**src/rtl/dpwm_comparador_if.sv**
```systemverilog
// Duty-command handshake between the DPWM controller and the comparator/output stage.
interface dpwm_duty_if;
    logic [10:0] duty_in;
    logic        duty_valid;
    logic        duty_ready;
    logic        duty_err;

    modport master (output duty_in, output duty_valid, input duty_ready, input duty_err);
    modport slave  (input duty_in, input duty_valid, output duty_ready, output duty_err);
endinterface

```
**src/rtl/dpwm_comparador.sv**
```systemverilog
// DPWM duty comparator with double-buffered duty command and registered PWM outputs.
// Optional dead-time insertion on pwm/pwm_l is enabled by defining DPWM_DEADTIME_EN.
module dpwm_comparador #(
    parameter int STEP = 50,
    parameter int MAX  = 1000
`ifdef DPWM_DEADTIME_EN
    ,
    parameter int DEAD = 2
`endif
) (
    input  logic              CLK,
    input  logic              reset,
    input  logic [9:0]        i_cuenta,
    dpwm_duty_if.slave        duty,
    output logic              o_pwm,
    output logic              o_pwm_l,
    output logic              o_period_start
);
    localparam logic [10:0] FULL = 11'(MAX + STEP);

    typedef enum logic {S_IDLE, S_RUN} state_t;

    state_t      r_state;
    logic [10:0] r_duty_pend;
    logic [10:0] r_duty_act;
    logic        r_pend_v;
    logic        r_duty_ready;
    logic        r_duty_err;
    logic        r_period_start;

    logic        w_accept;
    logic        w_boundary;
    logic [10:0] w_duty_clamp;
    logic [10:0] w_duty_act_next;
    logic        w_pend_v_next;
    logic        w_run_next;
    logic        w_lt;

    assign w_accept        = duty.duty_valid && r_duty_ready;
    assign w_boundary      = (i_cuenta == 10'd0);
    assign w_duty_clamp    = (duty.duty_in > FULL) ? FULL : duty.duty_in;
    assign w_duty_act_next = (w_boundary && r_pend_v) ? r_duty_pend : r_duty_act;
    // Accept is only possible with the buffer empty, so accept and drain never collide.
    assign w_pend_v_next   = w_accept || (r_pend_v && !w_boundary);
    assign w_run_next      = (r_state == S_RUN) || w_boundary;
    // At a boundary cuenta is 0, so this also yields (0 < new duty_act).
    assign w_lt            = ({1'b0, i_cuenta} < w_duty_act_next);

    always_ff @(posedge CLK) begin
        if (reset) begin
            r_state        <= S_IDLE;
            r_duty_pend    <= '0;
            r_duty_act     <= '0;
            r_pend_v       <= 1'b0;
            r_duty_ready   <= 1'b1;
            r_duty_err     <= 1'b0;
            r_period_start <= 1'b0;
        end else begin
            if (r_state == S_IDLE && w_boundary) begin
                r_state <= S_RUN;
            end
            if (w_accept) begin
                r_duty_pend <= w_duty_clamp;
            end
            r_pend_v       <= w_pend_v_next;
            r_duty_ready   <= !w_pend_v_next;
            r_duty_act     <= w_duty_act_next;
            r_duty_err     <= w_accept && (duty.duty_in > FULL);
            r_period_start <= w_boundary;
        end
    end

    assign duty.duty_ready = r_duty_ready;
    assign duty.duty_err   = r_duty_err;
    assign o_period_start  = r_period_start;

`ifdef DPWM_DEADTIME_EN
    // Index 0 is the high side, index 1 the low side; each delays only its rising edge.
    logic [1:0] w_side_raw;
    logic [1:0] r_side_out;
    logic [3:0] r_dead_cnt [2];

    assign w_side_raw[0] = w_run_next && w_lt;
    assign w_side_raw[1] = w_run_next && !w_lt;

    generate
        for (genvar gi = 0; gi < 2; gi++) begin : g_dead
            always_ff @(posedge CLK) begin
                if (reset) begin
                    r_dead_cnt[gi] <= '0;
                    r_side_out[gi] <= 1'b0;
                end else if (!w_side_raw[gi]) begin
                    r_dead_cnt[gi] <= '0;
                    r_side_out[gi] <= 1'b0;
                end else if (r_dead_cnt[gi] == 4'(DEAD)) begin
                    r_side_out[gi] <= 1'b1;
                end else begin
                    r_dead_cnt[gi] <= r_dead_cnt[gi] + 4'd1;
                    r_side_out[gi] <= 1'b0;
                end
            end
        end
    endgenerate

    assign o_pwm   = r_side_out[0];
    assign o_pwm_l = r_side_out[1];
`else
    logic r_pwm_raw;

    always_ff @(posedge CLK) begin
        if (reset) begin
            r_pwm_raw <= 1'b0;
        end else begin
            r_pwm_raw <= w_run_next && w_lt;
        end
    end

    assign o_pwm   = r_pwm_raw;
    assign o_pwm_l = 1'b0;
`endif
endmodule
```
**src/flat_wrapper.sv**
```systemverilog
// flat-port wrapper written by rule: the top's interface ports become plain ports
module dpwm_comparador_flat 
#(
    parameter int STEP = 50,
    parameter int MAX  = 1000

)
  (CLK, reset, i_cuenta, o_pwm, o_pwm_l, o_period_start, duty_duty_in, duty_duty_valid, duty_duty_ready, duty_duty_err);
  dpwm_duty_if duty_i ();
  input  logic CLK;
  input  logic reset;
  input  logic [9:0] i_cuenta;
  output logic o_pwm;
  output logic o_pwm_l;
  output logic o_period_start;
  input wire logic [$bits(duty_i.duty_in)-1:0] duty_duty_in;
  input wire logic [$bits(duty_i.duty_valid)-1:0] duty_duty_valid;
  output wire logic [$bits(duty_i.duty_ready)-1:0] duty_duty_ready;
  output wire logic [$bits(duty_i.duty_err)-1:0] duty_duty_err;
  assign duty_i.duty_in = duty_duty_in;
  assign duty_i.duty_valid = duty_duty_valid;
  assign duty_duty_ready = duty_i.duty_ready;
  assign duty_duty_err = duty_i.duty_err;
  dpwm_comparador #(.STEP(STEP), .MAX(MAX)) u_core (.CLK(CLK), .reset(reset), .i_cuenta(i_cuenta), .duty(duty_i), .o_pwm(o_pwm), .o_pwm_l(o_pwm_l), .o_period_start(o_period_start));
endmodule
```
**config.mk**
```make
export PLATFORM = sky130hd
export DESIGN_NAME = dpwm_comparador_flat
export DESIGN_NICKNAME = d
export VERILOG_FILES = /design/src/rtl/dpwm_comparador_if.sv /design/src/rtl/dpwm_comparador.sv /design/src/flat_wrapper.sv
export SDC_FILE = /design/constraint.sdc
export NUM_CORES = 1
export LEC_CHECK = 0
export ABC_CLOCK_PERIOD_IN_PS = 3500
export BUFFER_PORTS_ARGS = -buffer_cell sky130_fd_sc_hd__buf_2
export CORE_MARGIN = 10
export CORE_UTILIZATION = 35
export CTS_CLUSTER_SIZE = 10
export DETAILED_ROUTE_END_ITERATION = 8
export SLEW_MARGIN = 0
export SYNTH_ARGS = -nofsm -noshare
export SYNTH_HDL_FRONTEND = slang
export SYNTH_SLANG_ARGS = --single-unit
```
**constraint.sdc**
```tcl
create_clock -name CLK -period 3.5 [get_ports CLK]
set_input_delay 0.525 -clock CLK [delete_from_list [all_inputs] [get_ports CLK]]
set_output_delay 0.525 -clock CLK [all_outputs]
set_load 0.02 [all_outputs]
```
; ---- Yosys cells after proc, flatten, opt, wreduce, memory -nomap -nowiden
; Index checks and enable logic that the tools add are counted.
[op_classes]
reduce_logical = 11
magnitude_cmp = 2
bitwise = 1
muxes = 2
[ops]
columns = cell, n
row1 = 11-bit two-way mux, 2
row2 = "11-bit greater-than comparator, second input constant", 1
row3 = 10-bit by 11-bit less-than comparator with 1-bit output, 1
row4 = 10-bit logical NOT, 1
row5 = 1-bit logical AND, 6
row6 = 1-bit logical NOT, 2
row7 = 1-bit logical OR, 2
row8 = 1-bit NOT, 1
[totals]
wordCells = 24
register_bits = 28
out_inout_bits = 5
inputBits = 24

; ---- Depth between registers and ports, before layout
; Gate-level depths: netlist (run 1).
[depth]
depth_word = 5
depth_mapped = 10
mapped_depth_nobuf = 9

; ---- Worst setup path after synthesis (run 1)
; Ideal clock, no wire load.
[synth_timing]
path_type = input to register
startpoint = input i_cuenta[8]
endpoint = register u_core.r_pwm_raw, in the netlist u_core.o_pwm
setup_slack_ps = 642
arrival_ps = 2788
t_required_ps = 3430
setup_time_ps = 70
stages = 10
n_path_buf = 1
cell_sequence = or4_4 > nor4_4 > buf_6 > mux2i_1 > ha_1 > a211oi_1 > nand2_1 > mux2i_1 > o221ai_1 > a21boi_1
[synth_via]
elab_chain_len = 5
elab_cells_between_ends = 6
cone_classes = 1 x order compare / 1 x mux / 4 x reduce/logical
[synth_rtl]
columns = element, line
row1 = start: declaration, flat_wrapper.sv:12  ; input logic [9:0] i_cuenta;
row2 = 10-bit logical NOT, dpwm_comparador.sv:40  ; assign w_boundary = (i_cuenta == 10'd0);
row3 = 1-bit logical AND, dpwm_comparador.sv:42  ; assign w_duty_act_next = (w_boundary && r_pend_v) ? r_duty_pend : r_duty_act;
row4 = 11-bit two-way mux, dpwm_comparador.sv:42
row5 = 10-bit by 11-bit less-than comparator with 1-bit output, dpwm_comparador.sv:47  ; assign w_lt = ({1'b0, i_cuenta} < w_duty_act_next);
row6 = 1-bit logical AND *, dpwm_comparador.sv:114  ; r_pwm_raw <= w_run_next && w_lt;
row7 = end signal: assignment, dpwm_comparador.sv:114
row8 = end: declaration, dpwm_comparador.sv:108  ; logic r_pwm_raw;
; Every way passes the cells marked *; elsewhere a longest branch is shown, timed or not.
; A chain may end at the register's enable or synchronous reset.

; ---- Worst setup path in the final report (run 1)
; Ends and elaborated chain as after synthesis.

==> run metrics, run 1 <==
Root Buffer=clkbuf_4; nets@finish=between 150 and 200; share of layout cells above drive strength 1=22.4%; CTS Hold Bufs=0; Die ar.=6400 um^2; Final Hold Viols=0; Syn Area/Cell=just over 9 um^2; CP Cell Sequence=buf_2 > or4_4 > nor4_4 > buf_4 > mux2i_1 > ha_1 > a21oi_1 > nand2_1 > a21oi_1 > o221ai_1 > a21boi_1; Levels on crit path=11; r2r startpoint=u_core.r_pend_v; initial core utilization=roughly 37%; Port Buf Inserts=27; routed vias=1,042; row count=21; R2R cell count=10; CP Max Fanout=11; top cells by area, synth=dfxtp_1, mux2i_1, ha_1; DP HPWL=approximately 2400 um; Max Clock Skew=about 0.0028 ns; routed wire length=about 2900 um; largest net degree at the start of global routing=27; Core Util, Final=a little over two fifths; #FFs+latches synth=28; core area=roughly 3400 um^2; crit-path most repeated cell=a21oi_1; Mapped Cells=around 140; setup TNS=0 ns; crit end category=flip-flop; endpoints failing setup=0; Clk Latency, worst-skew pair=0.32 ns; Final ANT Viol Nets=0; pwr dens=380 nW/um^2; Netlist cell types=29; Post-synth EDFFs=0; Lkg Pwr=between 0.5 and 0.6 nW; I/O pin count=29; H-tree Lvls=1; Worst EP arrival=~3 ns; Yosys warning count=0; vias in the first global route=~1,100; Syn Nets=between 150 and 200; CTS tree=done; Die Y=roughly 80 um; via density per instance=approximately 5.0; Synth top area share=between 40% and 50%; CTS Buf Count=3; top-count cell post-synth=dfxtp_1; Crit Path Class=in2reg; Setup crit start kind=input pin; Final Max Tran Viols=0; initial antenna violation count=0; 1st-iter DRT viols=75; die width=about 80 um; CP top delay family=simple AND/OR/NAND/NOR gates; VDD IR max=0.223 mV; reg2reg end=u_core.o_pwm; max-cap violations=0; Reg2Reg Setup Slack=1.12 ns; Worst setup startpoint=i_cuenta[8]; DP Cell Count=just over 200; Layout Area Growth over Synthesis=16.1%; WL met2=approximately 1500 um; post-CTS resize count=0; postcts setup bufs=0; critical path's largest stage delay=~0.55 ns; Metal-1 WL=roughly 1300 um; Placer Congestion=0.811; Period minus WS final=2.73 ns; crit path capture=u_core.o_pwm; Synth top cells by count=dfxtp_1, nor2_1, a21oi_1, mux2i_1, ha_1; first-pass GRT wire length=between 5000 and 6000 um; GRT Total Usage=under 10%; slowest cell on the critical path=or4_4; ys async rst share=0%; total gr overflow=0; final period utilization=slightly below 80%; RSZ-0062 raised after global routing=false; DRT Pass-1 Iters=4; Hold Path Class=in2reg; clock sink total=28; Ant. Diodes=0; prevailing post-synth register cell=dfxtp_1; top sig layer=met4; sequential element share of the synthesized area=between 40% and 50%; Longest Clk Path Bufs=2; FMAX=around 370 MHz; cell taking the most area after synthesis=dfxtp_1; Crit path buffers/inverters=2; drt wl/cell=14.2 um; Clk pin slew, worst setup/hold paths=around 0.14 ns; Synth Cell Area=1260 um^2; WP data required=~3.8 ns; drt drc=0; routed wl met3=142 um; Post-Layout Cell Count=between 200 and 250; outcome=complete, no violations
[cells in the final DEF (no fill, tap or decap)]
| cell type | netlist | layout |
|---|---|---|
| a21oi_1 | 14 | 14 |
| or3_4 | 1 | 1 |
| inv_1 | 7 | 7 |
| buf_4 | 1 | 1 |
| nor4_1 | 1 | 1 |
| nand4_1 | 1 | 1 |
| mux2i_1 | 12 | 12 |
| or4_1 | 1 | 1 |
| conb_1 | 1 | 1 |
| nor4_4 | 1 | 1 |
| or2_2 | 1 | 1 |
| o21ai_0 | 1 | 1 |
| clkbuf_8 | 0 | 1 |
| a21boi_1 | 1 | 1 |
| nand3_1 | 3 | 3 |
| a211oi_1 | 4 | 4 |
| clkbuf_4 | 0 | 3 |
| nand2_1 | 8 | 8 |
| ha_1 | 9 | 9 |
| o211ai_1 | 2 | 2 |
| nor2_1 | 21 | 21 |
| dfxtp_1 | 28 | 28 |
| nor3b_1 | 2 | 2 |
| o221ai_1 | 1 | 1 |
| a22oi_1 | 5 | 5 |
| nor3_1 | 1 | 1 |
| o21a_1 | 1 | 1 |
| buf_2 | 0 | 27 |
| a21o_1 | 1 | 1 |
| or4_4 | 1 | 1 |
[kinds of logic after synthesis]
group	Yosys count	share of synthesized area, %
AOI/OAI and AO/OA	30	15.0
DFF	28	44.5
adders and majority gates	9	8.94
muxes	12	9.53
other	1	0.298
buffers and inverters	13	4.77
and+or+nand+nor	42	17.0
[worst register-to-register path, stage by stage, from the launching register on]
cell and delay (ns):
dfxtp_1 0.38, inv_1 0.09, nor4_4 0.31, buf_4 0.28, mux2i_1 0.29, ha_1 0.30
a21oi_1 0.15, nand2_1 0.06, a21oi_1 0.16, o221ai_1 0.14, a21boi_1 0.16
[per-stage QoR]
step                hold WS, ns  cell area, um^2  power, mW  setup WS (ns)
global route              0.423             1460      0.583          0.584
floorplan                 0.424             1260      0.379          0.642
CTS                       0.429             1460      0.560          0.790
finish                    0.431             1460      0.556          0.772
global placement          0.453             1430      0.405          0.517
detailed placement        0.450             1430      0.408          0.452
[cell type report]
cell class	instances	area [um^2]
Fill cell	356	1950
Sequential cell	28	561
Clock buffer	4	36.3
Inverter	7	26.3
Tap cell	46	57.6
Multi-Input combinational cell	94	639
Timing Repair Buffer	28	143
[worst min-delay path by stage]
stage | startpoint | endpoint | slack (ns) | depth (start not counted)
final | duty_duty_in[3] | u_core.r_duty_pend[3] | 0.43 | 3
after global routing | duty_duty_in[1] | u_core.r_duty_pend[1] | 0.42 | 3
after CTS | duty_duty_in[3] | u_core.r_duty_pend[3] | 0.43 | 3
after detailed placement | u_core.r_state | u_core.r_state | 0.45 | 2
after global placement | u_core.r_duty_pend[10] | u_core.r_duty_pend[10] | 0.45 | 2
after floorplan | u_core.r_state | u_core.r_state | 0.42 | 2
[power by group]
| group | leakage (nW) | switching [mW] | internal, mW | total [mW] |
|---|---|---|---|---|
| combinational | 0.341 | 0.0385 | 0.0267 | 0.0652 |
| clock | 0.0210 | 0.0914 | 0.0637 | 0.155 |
| sequential | 0.228 | 0.00690 | 0.328 | 0.335 |
| total | 0.590 | 0.137 | 0.419 | 0.556 |
[registers in the layout, indices dropped and copies added (netlist names)]
register / count
u_core.r_duty_act: 11
u_core.r_duty_pend: 11
u_core.duty.duty_err: 1
u_core.duty.duty_ready: 1
u_core.o_period_start: 1
u_core.o_pwm: 1
u_core.r_pend_v: 1
u_core.r_state: 1
[per-layer routing]
metal  global-route usage [%]  vias up
met5                        0        -
met4                     2.64        0
met3                     3.83        4
met2                     16.6       17
met1                     11.2      490
li1                         -      531
Power figures use the tool's default switching activity.
==> inputs of run 2 (changes only) <==
ABC_CLOCK_PERIOD_IN_PS = 2300   (was 3500)
clock period = 2.3 ns   (was 3.5 ns; I/O delays follow)
==> run metrics, run 2 (synthesis results as in run 1) <==
total chip power=around 860 uW; met2 GRT Util=between 10% and 20%; Lkg Pwr=between 0.6 and 0.7 nW; failing checks=negative setup slack; DP HPWL=approximately 2400 um; Core Util, Final=between 40% and 50%; Period minus WS final=between 2 and 2.5 ns; Clk pin slew, worst setup/hold paths=between 0.1 and 0.15 ns; Placer Congestion=around 0.75; Hold Path End=u_core.r_duty_pend[3]; final period utilization=103%; M1 GR Usage=10.8%; slowest cell on the critical path=or4_4; setup slack after layout=-0.0652 ns; RSZ-0062 raised after global routing=true; leading cell type in the layout, fill and taps excluded=dfxtp_1; Largest regs=u_core.r_duty_act (11), u_core.r_duty_pend (11); Die Y=80 um; drt wl/cell=about 13 um; Hold Path Cell Cnt=3; Hold Path Class=in2reg; outcome=complete, but fails checks; drt drc=0; Final ANT Viol Nets=0; routed vias=1,095; H-tree Lvls=1; share of layout cells above drive strength 1=33.7%; total gr overflow=0; I/O pin count=29; WP data required=approximately 2.6 ns; Worst EP arrival=approximately 2.6 ns; grt peak-use layer=met2; met3 Use GR=under 10%; Clk Latency, worst-skew pair=0.32 ns; CTS tree=done; CP Max Fanout=5; Longest Clk Path Bufs=2; DRT Pass-1 Iters=4; Port Buf Inserts=27; initial core utilization=between 30% and 40%; Final Hold Viols=0; CP Cell Sequence=buf_6 > or4_4 > nor4_4 > buf_4 > mux2i_2 > ha_1 > a21o_1 > a21oi_1 > o221ai_1 > a21boi_1; via density per instance=4.82; Layout Area Growth over Synthesis=31.5%; GRT Total Usage=under 10%; routed wire length=between 2000 and 3000 um; nets@finish=roughly 220; VDD IR max=roughly 0.51 mV; most frequent cells in the layout=dfxtp_1, buf_2, nor2_1, buf_4, a21oi_1; initial antenna violation count=0; largest net degree at the start of global routing=27; endpoints failing setup=1; crit end category=flip-flop; hold wc startpoint=duty_duty_in[3]; row count=21; reg2reg end=u_core.o_pwm; FMAX=around 420 MHz; pwr dens=roughly 520 nW/um^2; critical path's largest stage delay=~0.54 ns; vias in the first global route=between 1,000 and 1,500; Max Clock Skew=roughly 0.0046 ns; 1st-iter DRT viols=just over 40; Crit Path Class=in2reg; CTS Buf Count=3; die width=approximately 80 um; Root Buffer=clkbuf_4; Setup crit start kind=input pin; clock sink total=28; Filler Cells Inserted=between 300 and 400; Final Max Tran Viols=0; first-pass GRT wire length=between 5000 and 6000 um; Reg2Reg Setup Slack=0.12 ns; max-cap violations=0; Ant. Diodes=0; Die ar.=about 6400 um^2; core area=between 3000 and 4000 um^2; r2r startpoint=u_core.r_pend_v; R2R cell count=9
run 2: how the worst max path moves through the flow:
stage | to | slack (ns) | cells past startpoint | start
2_1_floorplan | u_core.o_pwm | -0.31 | 10 | i_cuenta[8]
3_5_place_dp | u_core.o_pwm | -0.55 | 11 | i_cuenta[8]
5_1_grt | u_core.o_pwm | -0.20 | 10 | i_cuenta[2]
3_3_place_gp | u_core.o_pwm | -0.48 | 11 | i_cuenta[8]
4_1_cts | u_core.o_pwm | -0.07 | 11 | i_cuenta[8]
6_report | u_core.o_pwm | -0.07 | 10 | i_cuenta[2]
run 2: what timing repair did:
action | in CTS | in global routing
pin swaps | 1 | 1
setup endpoints to repair | 1 | 1
hold buffers | 0 | 0
gates cloned | 0 | 0
gates resized for setup | 4 | 2
setup buffers | 0 | 0
run 2: stage by stage:
step                      hold WS, ns  instance area, um^2  instances  worst slack [ns]  setup TNS (ns)
after detailed placement        0.445                 1580        223            -0.547          -0.547
final                           0.264                 1660        227           -0.0652         -0.0652
after CTS                       0.251                 1650        227           -0.0736         -0.0736
after global placement          0.446                 1580        223            -0.480          -0.480
after global routing            0.245                 1660        227            -0.198          -0.198
after floorplan                 0.424                 1260        135            -0.311          -0.311
run 2: routing by layer:
metal	share of wire, %	wire length (um)
met2	52	1540
met1	43	1300
met3	4.4	131
met5	0	0
met4	0.67	20
run 2: report_power, final:
group	leakage (nW)	internal [mW]	switching, mW
Clock	0.0210	0.0968	0.136
Combinational	0.442	0.0553	0.0614
Sequential	0.228	0.500	0.0108
Total	0.691	0.652	0.208
run 2: cell type report:
class	count	area (um^2)	share of cell area, %
well taps	46	57.6	3.47
clock buffers	4	36.3	2.19
multi-input cells	94	677	40.9
inverters	7	26.3	1.59
flip-flops and latches	28	561	33.8
repair buffers	48	299	18.1
run 2: critical path: cells and delay by family:
kind            cells  cell delay [ns]
simple gates        2             0.83
compound gates      4             0.61
buf+inv             2             0.31
fa+ha+maj           1             0.28
mux                 1             0.25
